## config.mk

```make
export PLATFORM = sky130hd
export DESIGN_NAME = vector_csr_requester_flat
export DESIGN_NICKNAME = d
export VERILOG_FILES = /design/src/rtl/vector_csr_requester_if.sv /design/src/rtl/vector_csr_requester.sv /design/src/flat_wrapper.sv
export SDC_FILE = /design/constraint.sdc
export NUM_CORES = 1
export LEC_CHECK = 0
export ABC_AREA = 1
export CORE_UTILIZATION = 46
export DETAILED_ROUTE_END_ITERATION = 10
export GPL_ROUTABILITY_DRIVEN = 0
export PLACE_DENSITY_LB_ADDON = 0.15
export SYNTH_ARGS = -nofsm -noshare
export SYNTH_HDL_FRONTEND = slang
export SYNTH_SLANG_ARGS = --single-unit
```

## constraint.sdc

```tcl
create_clock -name CLK -period 12.9 [get_ports CLK]
set_clock_uncertainty 0.1 [all_clocks]
set_input_delay 2.58 -clock CLK [delete_from_list [all_inputs] [get_ports CLK]]
set_output_delay 2.58 -clock CLK [all_outputs]
set_load 0.02 [all_outputs]
```

## src/rtl/vector_csr_requester_if.sv

```systemverilog
// Request/response channels plus the priv_ext_if and priv-internal strobes of vector_csr_requester.
// master = the requester block; slave = execute-stage producer/consumer and the priv block.
interface vector_csr_requester_if;
  localparam int unsigned XLEN   = 32;
  localparam int unsigned CSR_AW = 12;
  localparam int unsigned OP_W   = 2;

  logic              req_valid;
  logic              req_ready;
  logic [OP_W-1:0]   req_op;
  logic [CSR_AW-1:0] req_csr_addr;
  logic [XLEN-1:0]   req_avl;
  logic              req_rs1_x0;
  logic              req_rd_x0;
  logic [XLEN-1:0]   req_vtype;

  logic              resp_valid;
  logic              resp_ready;
  logic [XLEN-1:0]   resp_data;
  logic              resp_err;

  logic [CSR_AW-1:0] csr_addr;
  logic              csr_active;
  logic [XLEN-1:0]   value_in;
  logic [XLEN-1:0]   value_out;
  logic              ack;
  logic              vsetvl;
  logic              vkeepvl;
  logic [XLEN-1:0]   new_vtype;

  modport master (
    input  req_valid, req_op, req_csr_addr, req_avl, req_rs1_x0, req_rd_x0, req_vtype,
    input  resp_ready, value_out, ack,
    output req_ready, resp_valid, resp_data, resp_err,
    output csr_addr, csr_active, value_in, vsetvl, vkeepvl, new_vtype
  );

  modport slave (
    output req_valid, req_op, req_csr_addr, req_avl, req_rs1_x0, req_rd_x0, req_vtype,
    output resp_ready, value_out, ack,
    input  req_ready, resp_valid, resp_data, resp_err,
    input  csr_addr, csr_active, value_in, vsetvl, vkeepvl, new_vtype
  );
endinterface

```

## src/rtl/vector_csr_requester.sv

```systemverilog
// Initiator side of priv_ext_if for the vector CSR file: executes vset* and vector CSR reads.
// Optional macro VSET_VILL_CHECK_EN: flag illegal vtype requests as vill with vl forced to 0.
module vector_csr_requester #(
  parameter int unsigned VLEN        = 128,
  parameter int unsigned ACK_TIMEOUT = 8
) (
  input logic                    CLK,
  input logic                    RST,
  vector_csr_requester_if.master bus
);
  localparam int unsigned XLEN   = 32;
  localparam int unsigned CSR_AW = 12;
  localparam int unsigned CNT_W  = (ACK_TIMEOUT > 1) ? $clog2(ACK_TIMEOUT) : 1;

  localparam logic [CSR_AW-1:0] VL_ADDR     = 12'hC20;
  localparam logic [1:0]        OP_VSETIVLI = 2'd1;
  localparam logic [1:0]        OP_CSRR     = 2'd3;
  localparam logic [CNT_W-1:0]  CNT_LAST    = CNT_W'(ACK_TIMEOUT - 1);

  typedef enum logic [1:0] {ST_IDLE, ST_ISSUE, ST_RESP} state_e;

  state_e            state_q, state_d;
  logic [CNT_W-1:0]  cnt_q, cnt_d;
  logic              req_ready_q, req_ready_d;
  logic              resp_valid_q, resp_valid_d;
  logic [XLEN-1:0]   resp_data_q, resp_data_d;
  logic              resp_err_q, resp_err_d;
  logic [CSR_AW-1:0] csr_addr_q, csr_addr_d;
  logic              csr_active_q, csr_active_d;
  logic [XLEN-1:0]   value_in_q, value_in_d;
  logic              vsetvl_q, vsetvl_d;
  logic              vkeepvl_q, vkeepvl_d;
  logic [XLEN-1:0]   new_vtype_q, new_vtype_d;

  logic [2:0]        sew;
  logic [2:0]        lmul;
  logic [XLEN-1:0]   vlmax_base;
  logic [XLEN-1:0]   vlmax;
  logic [XLEN-1:0]   avl;
  logic [XLEN-1:0]   vl_clamped;
  logic              keep;
  logic [XLEN-1:0]   vtype_eff;

  assign bus.req_ready  = req_ready_q;
  assign bus.resp_valid = resp_valid_q;
  assign bus.resp_data  = resp_data_q;
  assign bus.resp_err   = resp_err_q;
  assign bus.csr_addr   = csr_addr_q;
  assign bus.csr_active = csr_active_q;
  assign bus.value_in   = value_in_q;
  assign bus.vsetvl     = vsetvl_q;
  assign bus.vkeepvl    = vkeepvl_q;
  assign bus.new_vtype  = new_vtype_q;

  // VLMAX / AVL / clamped vl for the incoming request, latched at accept
  always_comb begin
    sew        = bus.req_vtype[5:3];
    lmul       = bus.req_vtype[2:0];
    vlmax_base = XLEN'(VLEN) >> (4'd3 + {1'b0, sew});
    case (lmul)
      3'b000:  vlmax = vlmax_base;
      3'b001:  vlmax = vlmax_base << 1;
      3'b010:  vlmax = vlmax_base << 2;
      3'b011:  vlmax = vlmax_base << 3;
      3'b111:  vlmax = vlmax_base >> 1;
      3'b110:  vlmax = vlmax_base >> 2;
      3'b101:  vlmax = vlmax_base >> 3;
      default: vlmax = '0;
    endcase

    keep = 1'b0;
    avl  = bus.req_avl;
    if (bus.req_op == OP_VSETIVLI) begin
      avl = {27'd0, bus.req_avl[4:0]};
    end else if (bus.req_rs1_x0) begin
      avl  = '1;
      keep = bus.req_rd_x0;
    end
    vl_clamped = (avl < vlmax) ? avl : vlmax;
    vtype_eff  = bus.req_vtype;
`ifdef VSET_VILL_CHECK_EN
    if ((sew > 3'b010) || bus.req_vtype[6] || bus.req_vtype[7] ||
        (lmul == 3'b100) || (vlmax == '0)) begin
      vtype_eff  = 32'h8000_0000;
      vl_clamped = '0;
      keep       = 1'b0;
    end
`endif
  end

  // Next-state and next-output logic
  always_comb begin
    state_d      = state_q;
    cnt_d        = cnt_q;
    req_ready_d  = req_ready_q;
    resp_valid_d = resp_valid_q;
    resp_data_d  = resp_data_q;
    resp_err_d   = resp_err_q;
    csr_addr_d   = csr_addr_q;
    csr_active_d = csr_active_q;
    value_in_d   = value_in_q;
    vsetvl_d     = vsetvl_q;
    vkeepvl_d    = vkeepvl_q;
    new_vtype_d  = new_vtype_q;

    case (state_q)
      ST_IDLE: begin
        if (bus.req_valid) begin
          state_d      = ST_ISSUE;
          cnt_d        = '0;
          req_ready_d  = 1'b0;
          csr_active_d = 1'b1;
          if (bus.req_op == OP_CSRR) begin
            csr_addr_d  = bus.req_csr_addr;
            vsetvl_d    = 1'b0;
            vkeepvl_d   = 1'b0;
            value_in_d  = '0;
            new_vtype_d = '0;
          end else begin
            csr_addr_d  = VL_ADDR;
            vsetvl_d    = 1'b1;
            vkeepvl_d   = keep;
            value_in_d  = vl_clamped;
            new_vtype_d = vtype_eff;
          end
        end
      end

      ST_ISSUE: begin
        if (bus.ack || (cnt_q == CNT_LAST)) begin
          state_d      = ST_RESP;
          resp_valid_d = 1'b1;
          resp_err_d   = !bus.ack;
          if (!bus.ack)
            resp_data_d = '0;
          else if (vsetvl_q && !vkeepvl_q)
            resp_data_d = value_in_q;
          else
            resp_data_d = bus.value_out;
          csr_active_d = 1'b0;
          csr_addr_d   = '0;
          vsetvl_d     = 1'b0;
          vkeepvl_d    = 1'b0;
          value_in_d   = '0;
          new_vtype_d  = '0;
        end else begin
          cnt_d = cnt_q + CNT_W'(1);
        end
      end

      ST_RESP: begin
        if (bus.resp_ready) begin
          state_d      = ST_IDLE;
          req_ready_d  = 1'b1;
          resp_valid_d = 1'b0;
          resp_data_d  = '0;
          resp_err_d   = 1'b0;
        end
      end

      default: state_d = ST_IDLE;
    endcase
  end

  always_ff @(posedge CLK or posedge RST) begin
    if (RST) begin
      state_q      <= ST_IDLE;
      cnt_q        <= '0;
      req_ready_q  <= 1'b1;
      resp_valid_q <= 1'b0;
      resp_data_q  <= '0;
      resp_err_q   <= 1'b0;
      csr_addr_q   <= '0;
      csr_active_q <= 1'b0;
      value_in_q   <= '0;
      vsetvl_q     <= 1'b0;
      vkeepvl_q    <= 1'b0;
      new_vtype_q  <= '0;
    end else begin
      state_q      <= state_d;
      cnt_q        <= cnt_d;
      req_ready_q  <= req_ready_d;
      resp_valid_q <= resp_valid_d;
      resp_data_q  <= resp_data_d;
      resp_err_q   <= resp_err_d;
      csr_addr_q   <= csr_addr_d;
      csr_active_q <= csr_active_d;
      value_in_q   <= value_in_d;
      vsetvl_q     <= vsetvl_d;
      vkeepvl_q    <= vkeepvl_d;
      new_vtype_q  <= new_vtype_d;
    end
  end
endmodule

```

## src/flat_wrapper.sv

```systemverilog
// flat-port wrapper written by rule: the top's interface ports become plain ports
module vector_csr_requester_flat 
#(
  parameter int unsigned VLEN        = 128,
  parameter int unsigned ACK_TIMEOUT = 8
)
  (CLK, RST, bus_req_valid, bus_req_op, bus_req_csr_addr, bus_req_avl, bus_req_rs1_x0, bus_req_rd_x0, bus_req_vtype, bus_resp_ready, bus_value_out, bus_ack, bus_req_ready, bus_resp_valid, bus_resp_data, bus_resp_err, bus_csr_addr, bus_csr_active, bus_value_in, bus_vsetvl, bus_vkeepvl, bus_new_vtype);
  vector_csr_requester_if bus_i ();
  input logic CLK;
  input logic RST;
  input wire logic [$bits(bus_i.req_valid)-1:0] bus_req_valid;
  input wire logic [$bits(bus_i.req_op)-1:0] bus_req_op;
  input wire logic [$bits(bus_i.req_csr_addr)-1:0] bus_req_csr_addr;
  input wire logic [$bits(bus_i.req_avl)-1:0] bus_req_avl;
  input wire logic [$bits(bus_i.req_rs1_x0)-1:0] bus_req_rs1_x0;
  input wire logic [$bits(bus_i.req_rd_x0)-1:0] bus_req_rd_x0;
  input wire logic [$bits(bus_i.req_vtype)-1:0] bus_req_vtype;
  input wire logic [$bits(bus_i.resp_ready)-1:0] bus_resp_ready;
  input wire logic [$bits(bus_i.value_out)-1:0] bus_value_out;
  input wire logic [$bits(bus_i.ack)-1:0] bus_ack;
  output wire logic [$bits(bus_i.req_ready)-1:0] bus_req_ready;
  output wire logic [$bits(bus_i.resp_valid)-1:0] bus_resp_valid;
  output wire logic [$bits(bus_i.resp_data)-1:0] bus_resp_data;
  output wire logic [$bits(bus_i.resp_err)-1:0] bus_resp_err;
  output wire logic [$bits(bus_i.csr_addr)-1:0] bus_csr_addr;
  output wire logic [$bits(bus_i.csr_active)-1:0] bus_csr_active;
  output wire logic [$bits(bus_i.value_in)-1:0] bus_value_in;
  output wire logic [$bits(bus_i.vsetvl)-1:0] bus_vsetvl;
  output wire logic [$bits(bus_i.vkeepvl)-1:0] bus_vkeepvl;
  output wire logic [$bits(bus_i.new_vtype)-1:0] bus_new_vtype;
  assign bus_i.req_valid = bus_req_valid;
  assign bus_i.req_op = bus_req_op;
  assign bus_i.req_csr_addr = bus_req_csr_addr;
  assign bus_i.req_avl = bus_req_avl;
  assign bus_i.req_rs1_x0 = bus_req_rs1_x0;
  assign bus_i.req_rd_x0 = bus_req_rd_x0;
  assign bus_i.req_vtype = bus_req_vtype;
  assign bus_i.resp_ready = bus_resp_ready;
  assign bus_i.value_out = bus_value_out;
  assign bus_i.ack = bus_ack;
  assign bus_req_ready = bus_i.req_ready;
  assign bus_resp_valid = bus_i.resp_valid;
  assign bus_resp_data = bus_i.resp_data;
  assign bus_resp_err = bus_i.resp_err;
  assign bus_csr_addr = bus_i.csr_addr;
  assign bus_csr_active = bus_i.csr_active;
  assign bus_value_in = bus_i.value_in;
  assign bus_vsetvl = bus_i.vsetvl;
  assign bus_vkeepvl = bus_i.vkeepvl;
  assign bus_new_vtype = bus_i.new_vtype;
  vector_csr_requester #(.VLEN(VLEN), .ACK_TIMEOUT(ACK_TIMEOUT)) u_core (.CLK(CLK), .RST(RST), .bus(bus_i));
endmodule
```

# Word-level counts from Yosys, hierarchy flattened
# Cells that the tools add are included.
# word_totals
reg_bits	119
output_inout_bits	114
# op_classes
n_reduce_logical	14
addsub	2
mux	46
n_shift	1
n_lt_le_gt_ge	1
eq_ne	15
# ops
operator	count
2-to-1 mux 32 bit	12
one-hot mux 32 bit (7 select lines)	1
one-hot mux 32 bit (2 select lines)	3
2-to-1 mux 12 bit	3
less-than comparator 32 bit	1
>> shifter 8 x 4 -> 32 bit, first input constant	1
one-hot mux 12 bit (2 select lines)	1
AND reduction 3 bit	5
2-to-1 mux 1 bit	13
equality test 3 bit, second input constant	4
one-hot mux 1 bit (2 select lines)	6
equality test 3 x 2 -> 1 bit, second input constant	2
2-to-1 mux 2 bit	3
2-to-1 mux 3 bit	2
inequality test 2 bit, second input constant	3
one-hot mux 2 bit (3 select lines)	1
one-hot mux 3 bit (2 select lines)	1
nonzero test 2 bit	3
adder 2 x 3 -> 4 bit, first input constant	1
equality test 2 x 1 -> 1 bit, second input constant	2
equality test 2 bit, second input constant	2
adder 3 x 1 -> 3 bit, second input constant	1
equality test 3 x 1 -> 1 bit, second input constant	1
zero test 3 bit	1
other kinds (5)	6

# Longest topological paths before layout
# Gate-level depths: netlist (run 1).
# logic_depth
ltp_word	8
mapped_depth	16
ltp_nobuf	15

# Worst setup path after synthesis (run 1)
# OpenSTA, ideal clock, no wires.
# synth_timing
path_type	input-to-reg
startpoint	in bus_req_vtype[1]
endpoint	reg u_core.value_in_q[1], in the netlist u_core.bus.value_in[1]
t_arrival_ns	4.213
required_time_ns	12.683
cell_stages	13
path_slack_ns	8.469
cell_sequence	inv_1 nor3_1 inv_1 o22ai_1 a21oi_1 ha_1 nand4_1 nand3_1 nand3b_1 nor2_4 nand3_1 nand3_1 nand2_1
# synth_via
elab_chain_cells	7
# synth_lines
item	line_no	rtl
start: declaration	flat_wrapper.sv:17	input wire logic [$bits(bus_i.req_vtype)-1:0] bus_req_vtype;
equality test 3 bit (tied with other cells)	vector_csr_requester.sv:60	case (lmul)
one-hot mux 32 bit (7 select lines) *	vector_csr_requester.sv:60	
less-than comparator 32 bit	vector_csr_requester.sv:79	vl_clamped = (avl < vlmax) ? avl : vlmax;
2-to-1 mux 32 bit *	vector_csr_requester.sv:79	
2-to-1 mux 32 bit *	vector_csr_requester.sv:113	if (bus.req_op == OP_CSRR) begin
2-to-1 mux 32 bit *	vector_csr_requester.sv:108	if (bus.req_valid) begin
one-hot mux 32 bit (2 select lines) *	vector_csr_requester.sv:106	case (state_q)
end signal: assignment	vector_csr_requester.sv:188	value_in_q <= value_in_d;
end: declaration	vector_csr_requester.sv:30	logic [XLEN-1:0] value_in_q, value_in_d;
# Mark *: on every way between the ends. The rest lies on a longest branch, timed or not. The select of a mux whose other input is x is not followed.
# A chain may end at the register's enable or synchronous reset.

# Final worst setup path (run 1)
# Ends and elaborated chain as after synthesis.

==> flow_summary.json, run 1 <==
{
  "syn2layout_area_growth_pct": 55.7,
  "vias_per_cell": 5.38,
  "cp_slowest_stage_delay_ns": 0.54,
  "synth_area_leaders": "dfrtp_1 55%, nor2_1 7.6%, nand3_1 5.5%",
  "fin_nets": 926,
  "internal-power_w": 0.00111,
  "drive_above_1_share_pct": 6.17,
  "dr.pass1.iters": 5,
  "synth_fp_nets": 702,
  "drv_cap": 0,
  "critPathLaunchType": "input port",
  "syn_inst": 576,
  "design_area_um2": 8330,
  "cts_hold_buf": 0,
  "pwr-share-clk_pct": 26.1,
  "synth_top_area_cell": "dfrtp_1",
  "grt_pass1_wl_mm": 24.8,
  "routedWlPerCell_um": 16.5,
  "cts_setup_buffers": 0,
  "cts_tree": "yes",
  "cp_data_required_time_ns": 13.13,
  "fin_crit_ns": 5.05,
  "power.density_nw_per_um2": 210,
  "placed_area_um2": 7750,
  "grt_max_degree": 82,
  "p_switching_w": 0.000639,
  "combPwrFrac_pct": 42.0,
  "cts_root_buf": "clkbuf_16",
  "antenna_found_initial": 0,
  "crit_chain": "clkdlybuf4s50_1 -> inv_1 -> nor3_1 -> inv_1 -> o22ai_1 -> a21oi_1 -> ha_1 -> nand4_1 -> nand3_1 -> nand3b_1 -> nor2_4 -> nand2_4 -> nand2_1 -> nand3_1 -> nand2_1",
  "synth.distinct_cells": 35,
  "end_kind": "flop",
  "slowest_stage": "clkdlybuf4s50_1",
  "htreeDepth": 4,
  "cts_resized": 0,
  "relSlewSlack_pct": 24.2,
  "core_um2": 11400,
  "p_sw_share_pct": 36.5,
  "cts.clk_slew.worst_paths_ns": 0.05,
  "ys_warn_count": 0,
  "drtAntennaViolNets": 0,
  "max-vdd-ir-drop_v": 0.000137,
  "leakage_nw": 3.76,
  "syn_area_um2": 5350,
  "cp_top_family": "simple AND/OR/NAND/NOR gates",
  "dp_hpwl_mm": 10.9,
  "clock_latency_ns": 0.40,
  "drc": 0,
  "drtIter0Drc": 358,
  "synth_seq_cells": 119,
  "die_x_um": 110,
  "via_count": 5135,
  "fmax_mhz": 198,
  "setup_viol": 0,
  "finalHoldViolations": 0,
  "critPathBufInv": 3,
  "clk_path_buf_depth": 2,
  "status": "finished, final reports clean",
  "numPortBuffers": 230,
  "diodes": 0,
  "fp-row-count": 39,
  "grt_pass1_vias": 5047,
  "cts_sinks": 119,
  "critPathKind": "input port to flop",
  "initial_core_util_pct": 47.1,
  "track_usage_pct": 27.3,
  "timing.final.crit_share_pct": 39.2,
  "final_max_slew_viol_count": 0,
  "tns_ns": 0,
  "routed_wl_mm": 15.7,
  "grt.overflow.total": 0,
  "hold_path_class": "flop to flop",
  "dieArea_um2": 12100,
  "die_h_um": 110,
  "rsz0062_at_grt": "false",
  "pwr-share-seq_pct": 31.9,
  "io_pins": 231,
  "post-synth-top-area-fraction_pct": 55.2,
  "cts_inserted_buffers": 17,
  "syn_avg_cell_area_um2": 9.29,
  "critical_path.max_fanout": 9,
  "ys_seq_area_share_pct": 55.7,
  "critPathArrivalTime_ns": 5.29,
  "worst_slew_pin_slew_ns": 1.13
}
[state kept, by name, indices dropped and copies added (netlist names)]
name / count
u_core.bus.csr_addr: 12
u_core.bus.vsetvl: 1
u_core.bus.req_ready: 1
u_core.bus.csr_active: 1
u_core.cnt_q: 3
u_core.bus.resp_valid: 1
u_core.bus.resp_err: 1
u_core.bus.vkeepvl: 1
u_core.bus.new_vtype: 32
u_core.bus.resp_data: 32
u_core.bus.value_in: 32
u_core.state_q: 2
[tightest hold or removal path, stage by stage (launching register included)]
cell     delay, ns
dfstp_2       0.36
nand2_1       0.05
nand2_1       0.04
[synth_stat cells]
cell type  number
o21ai_1         3
and3_1          1
buf_6           1
dfstp_2         1
clkbuf_1       19
nand3_2         1
nor4_1          1
buf_2           6
a221o_1         3
a22o_1         26
a221oi_1        1
o31ai_1        36
a32o_1         10
a21oi_1         4
ha_1            9
nand3b_1        2
nand3_1        59
buf_1           3
a211oi_1        3
o21ai_0        19
nor2_4          2
nand2_2         1
nand4_1         2
nor2_1        109
clkinv_1        1
o22ai_1         8
mux2_2          1
dfrtp_1       118
inv_1          55
buf_4           1
nand2_1        59
and2_1          1
inv_2           4
nand2_4         2
nor3_1          4
[path summary, 6_finish.rpt]
| kind | startpoint | end | slack (ns) | depth (start not counted) |
|---|---|---|---|---|
| min in group asynchronous | RST | u_core.bus.new_vtype[31] | 2.46 | 2 |
| hold reg to reg | u_core.bus.req_ready | u_core.bus.req_ready | 0.37 | 2 |
| setup / recovery | bus_req_vtype[1] | u_core.bus.value_in[1] | 7.85 | 15 |
| setup reg to reg | u_core.cnt_q[0] | u_core.bus.new_vtype[0] | 9.94 | 7 |
| hold / removal | u_core.bus.req_ready | u_core.bus.req_ready | 0.37 | 2 |
| max in group asynchronous | RST | u_core.bus.resp_data[3] | 8.85 | 3 |
[metal layers]
metal	track usage (%)	vias up	share of wire, %
met4	10.7	0	1.6
met1	32.5	2469	39
met3	7.53	24	8.0
met2	46.7	226	51
li1	-	2416	-
met5	0	-	0
[stage by stage]
step	util (%)	worst slack, ns	hold WS [ns]	total power, W	instances
5_1_grt	73.3	7.69	0.377	0.00184	954
2_1_floorplan	-	7.06	0.357	0.000955	576
3_3_place_gp	68.2	7.63	0.356	0.00127	924
3_5_place_dp	68.2	7.47	0.357	0.00129	924
4_1_cts	73.3	7.92	0.369	0.00176	954
6_report	73.3	7.85	0.365	0.00175	954
[power groups by stage]
| stage | logic (W) | clock network, W | registers [W] |
|---|---|---|---|
| 6_report | 0.000735 | 0.000457 | 0.000559 |
| 5_1_grt | 0.000791 | 0.000483 | 0.000571 |
| 4_1_cts | 0.000740 | 0.000465 | 0.000558 |
| 3_5_place_dp | 0.000734 | 0 | 0.000559 |
| 3_3_place_gp | 0.000718 | 0 | 0.000555 |
| 2_1_floorplan | 0.000271 | 0 | 0.000683 |
[final cells by class]
type	instances	area, um^2
Fill cell	871	3040
Sequential cell	119	2980
Timing Repair Buffer	235	2340
Multi-Input combinational cell	367	2030
Clock buffer	22	484
Inverter	60	228
Tap cell	143	179
Clock inverter	8	97.6
[cells by family after synthesis]
kind of cell,Yosys count,synth area share (%)
AO/OA/AOI/OAI,113,15.7
flip-flops,119,55.7
adder cells (fa/ha/maj),9,2.10
AND/OR/NAND/NOR,244,19.7
buffers and inverters,90,6.66
multiplexers,1,0.210
[layout by cell type (no fill, tap or decap), types with 2 or more instances in the layout]
| master | count |
|---|---|
| nand3_1 | 59 |
| nor2_4 | 2 |
| clkdlybuf4s50_1 | 230 |
| ha_1 | 9 |
| clkbuf_16 | 17 |
| o21ai_1 | 3 |
| nor2_2 | 2 |
| nor3_1 | 4 |
| a22o_1 | 26 |
| buf_4 | 5 |
| clkinv_2 | 3 |
| inv_2 | 4 |
| nand2_4 | 2 |
| nor2_1 | 107 |
| nand4_1 | 2 |
| bufinv_16 | 2 |
| a21oi_1 | 4 |
| a32o_1 | 10 |
| o21ai_0 | 18 |
| a211oi_1 | 3 |
| a221o_1 | 3 |
| dfrtp_1 | 118 |
| clkbuf_8 | 4 |
| nand3b_1 | 2 |
| clkinvlp_4 | 3 |
| o22ai_1 | 8 |
| inv_1 | 54 |
| nand2_1 | 59 |
| o31ai_1 | 36 |
(Power assumes the default switching activity.)
==> run 2: changes to the inputs <==
CORE_UTILIZATION = 43   (was 46)
clock period = 4.95 ns   (was 12.9 ns; I/O delays follow)
==> flow_summary.json, run 2 (same netlist as run 1, synthesis figures left out) <==
{
  "grt.overflow.total": 0,
  "drc": 0,
  "critPathKind": "input port to flop",
  "hold_path_class": "flop to flop",
  "io_pins": 231,
  "cts_tree": "yes",
  "slowest_stage": "clkdlybuf4s50_1",
  "initial_core_util_pct": 44.4,
  "mostFrequentLayoutCell": "clkdlybuf4s50_1",
  "cts.clk_slew.worst_paths_ns": 0.05,
  "drtIter0Drc": 456,
  "timing.reg2reg.setup_slack_ns": 2.59,
  "cp_slowest_stage_delay_ns": 0.55,
  "r2r_cells": 7,
  "syn2layout_area_growth_pct": 56.4,
  "routed_wl_mm": 15.6,
  "setup_viol": 0,
  "drv_cap": 0,
  "fp-row-count": 40,
  "status": "finished, final reports clean",
  "fin_nets": 928,
  "grt_pass1_vias": 5117,
  "die_h_um": 114,
  "cp_data_required_time_ns": 5.18,
  "cts_hold_buf": 0,
  "timing.final.crit_share_pct": 70.4,
  "via_count": 5125,
  "rr_endpoint": "u_core.bus.csr_addr[10]",
  "clk_path_buf_depth": 2,
  "vias_per_cell": 5.21,
  "fmax_mhz": 287,
  "die_x_um": 114,
  "leakage_nw": 3.77,
  "crit_chain": "clkdlybuf4s50_1 -> inv_1 -> nor3_1 -> inv_1 -> o22ai_1 -> a21oi_1 -> ha_1 -> nand4_1 -> nand3_1 -> nand3b_1 -> nor2_4 -> nand2_4 -> nand2_1 -> nand3_1 -> nand2_1",
  "final_max_slew_viol_count": 0,
  "grt_max_degree": 76,
  "power.density_nw_per_um2": 543,
  "finalHoldViolations": 0,
  "r2r-start": "u_core.cnt_q[0]",
  "htreeDepth": 4,
  "drive_above_1_share_pct": 6.50,
  "critPathLaunchType": "input port",
  "hold_path_depth": 2,
  "antenna_found_initial": 0,
  "clock_latency_ns": 0.39,
  "layout_common_cells": "230 x clkdlybuf4s50_1, 118 x dfrtp_1, 107 x nor2_1",
  "max-vdd-ir-drop_v": 0.000291,
  "track_usage_pct": 25.2,
  "critPathArrivalTime_ns": 3.71,
  "relSlewSlack_pct": 21.4,
  "end_kind": "flop",
  "routedWlPerCell_um": 15.9,
  "dp_hpwl_mm": 11.1,
  "cts_setup_buffers": 0,
  "diodes": 0,
  "final_util_pct": 69.4,
  "grt_pass1_wl_mm": 25.4,
  "rsz0062_at_grt": "false",
  "cp-startpoint": "bus_req_vtype[1]",
  "fin_crit_ns": 3.49,
  "cts_inserted_buffers": 17,
  "tns_ns": 0,
  "dieArea_um2": 12900,
  "drtAntennaViolNets": 0,
  "critical_path.max_fanout": 9,
  "cts_resized": 0,
  "cp-endpoint": "u_core.bus.value_in[2]",
  "cts_root_buf": "clkbuf_16",
  "power_w": 0.00455,
  "worst_slew_pin_slew_ns": 1.18,
  "numPortBuffers": 230,
  "cts_sinks": 119,
  "core_um2": 12100,
  "dr.pass1.iters": 5
}
## run 2: changes by cell type in the layout (fill, tap and decap cells not counted), sizes merged
cell | before | now
clkinv | 4 | 8
buf | 5 | 7
clkbuf | 22 | 20
## run 2: layer usage
| metal | GRT usage (%) | vias up | part of all wire [%] |
|---|---|---|---|
| met5 | 0 | - | 0 |
| met1 | 31.6 | 2466 | 41 |
| li1 | - | 2415 | - |
| met2 | 42.8 | 229 | 50 |
| met4 | 7.46 | 0 | 1.4 |
| met3 | 6.43 | 15 | 7.2 |
## run 2: worst min-delay path by stage
stage | startpoint | end | slack (ns)
2_1_floorplan | u_core.cnt_q[1] | u_core.cnt_q[1] | 0.36
3_3_place_gp | u_core.bus.req_ready | u_core.bus.req_ready | 0.35
3_5_place_dp | u_core.bus.csr_active | u_core.bus.csr_active | 0.36
4_1_cts | u_core.bus.csr_active | u_core.bus.csr_active | 0.38
5_1_grt | u_core.bus.new_vtype[5] | u_core.bus.new_vtype[5] | 0.41
6_report | u_core.bus.csr_active | u_core.bus.csr_active | 0.37
## run 2: final cells by class
cell class                      count  area, um^2
Clock inverter                     12         129
Clock buffer                       20         447
Fill cell                         949        3690
Tap cell                          168         210
Inverter                           60         228
Sequential cell                   119        2980
Multi-Input combinational cell    367        2030
Timing Repair Buffer              237        2350
## run 2: metrics by stage
step	instance area [um^2]	instances	setup WS [ns]	hold WS (ns)
global placement	7800	951	1.34	0.354
floorplan	5350	576	0.704	0.357
CTS	8370	983	1.54	0.377
detailed placement	7800	951	1.14	0.363
finish	8370	983	1.46	0.374
global route	8370	983	1.30	0.412
## run 2: critical path, delay by kind of cell
kind,cells,cell delay (ns)
AO/OA/AOI/OAI,2,0.27
buffers and inverters,3,0.81
adder cells (fa/ha/maj),1,0.33
AND/OR/NAND/NOR,9,1.32
## run 2: power by group
group	internal [W]	switching [W]
clock network	0.000752	0.000426
registers	0.00127	0.000171
logic	0.000843	0.00108
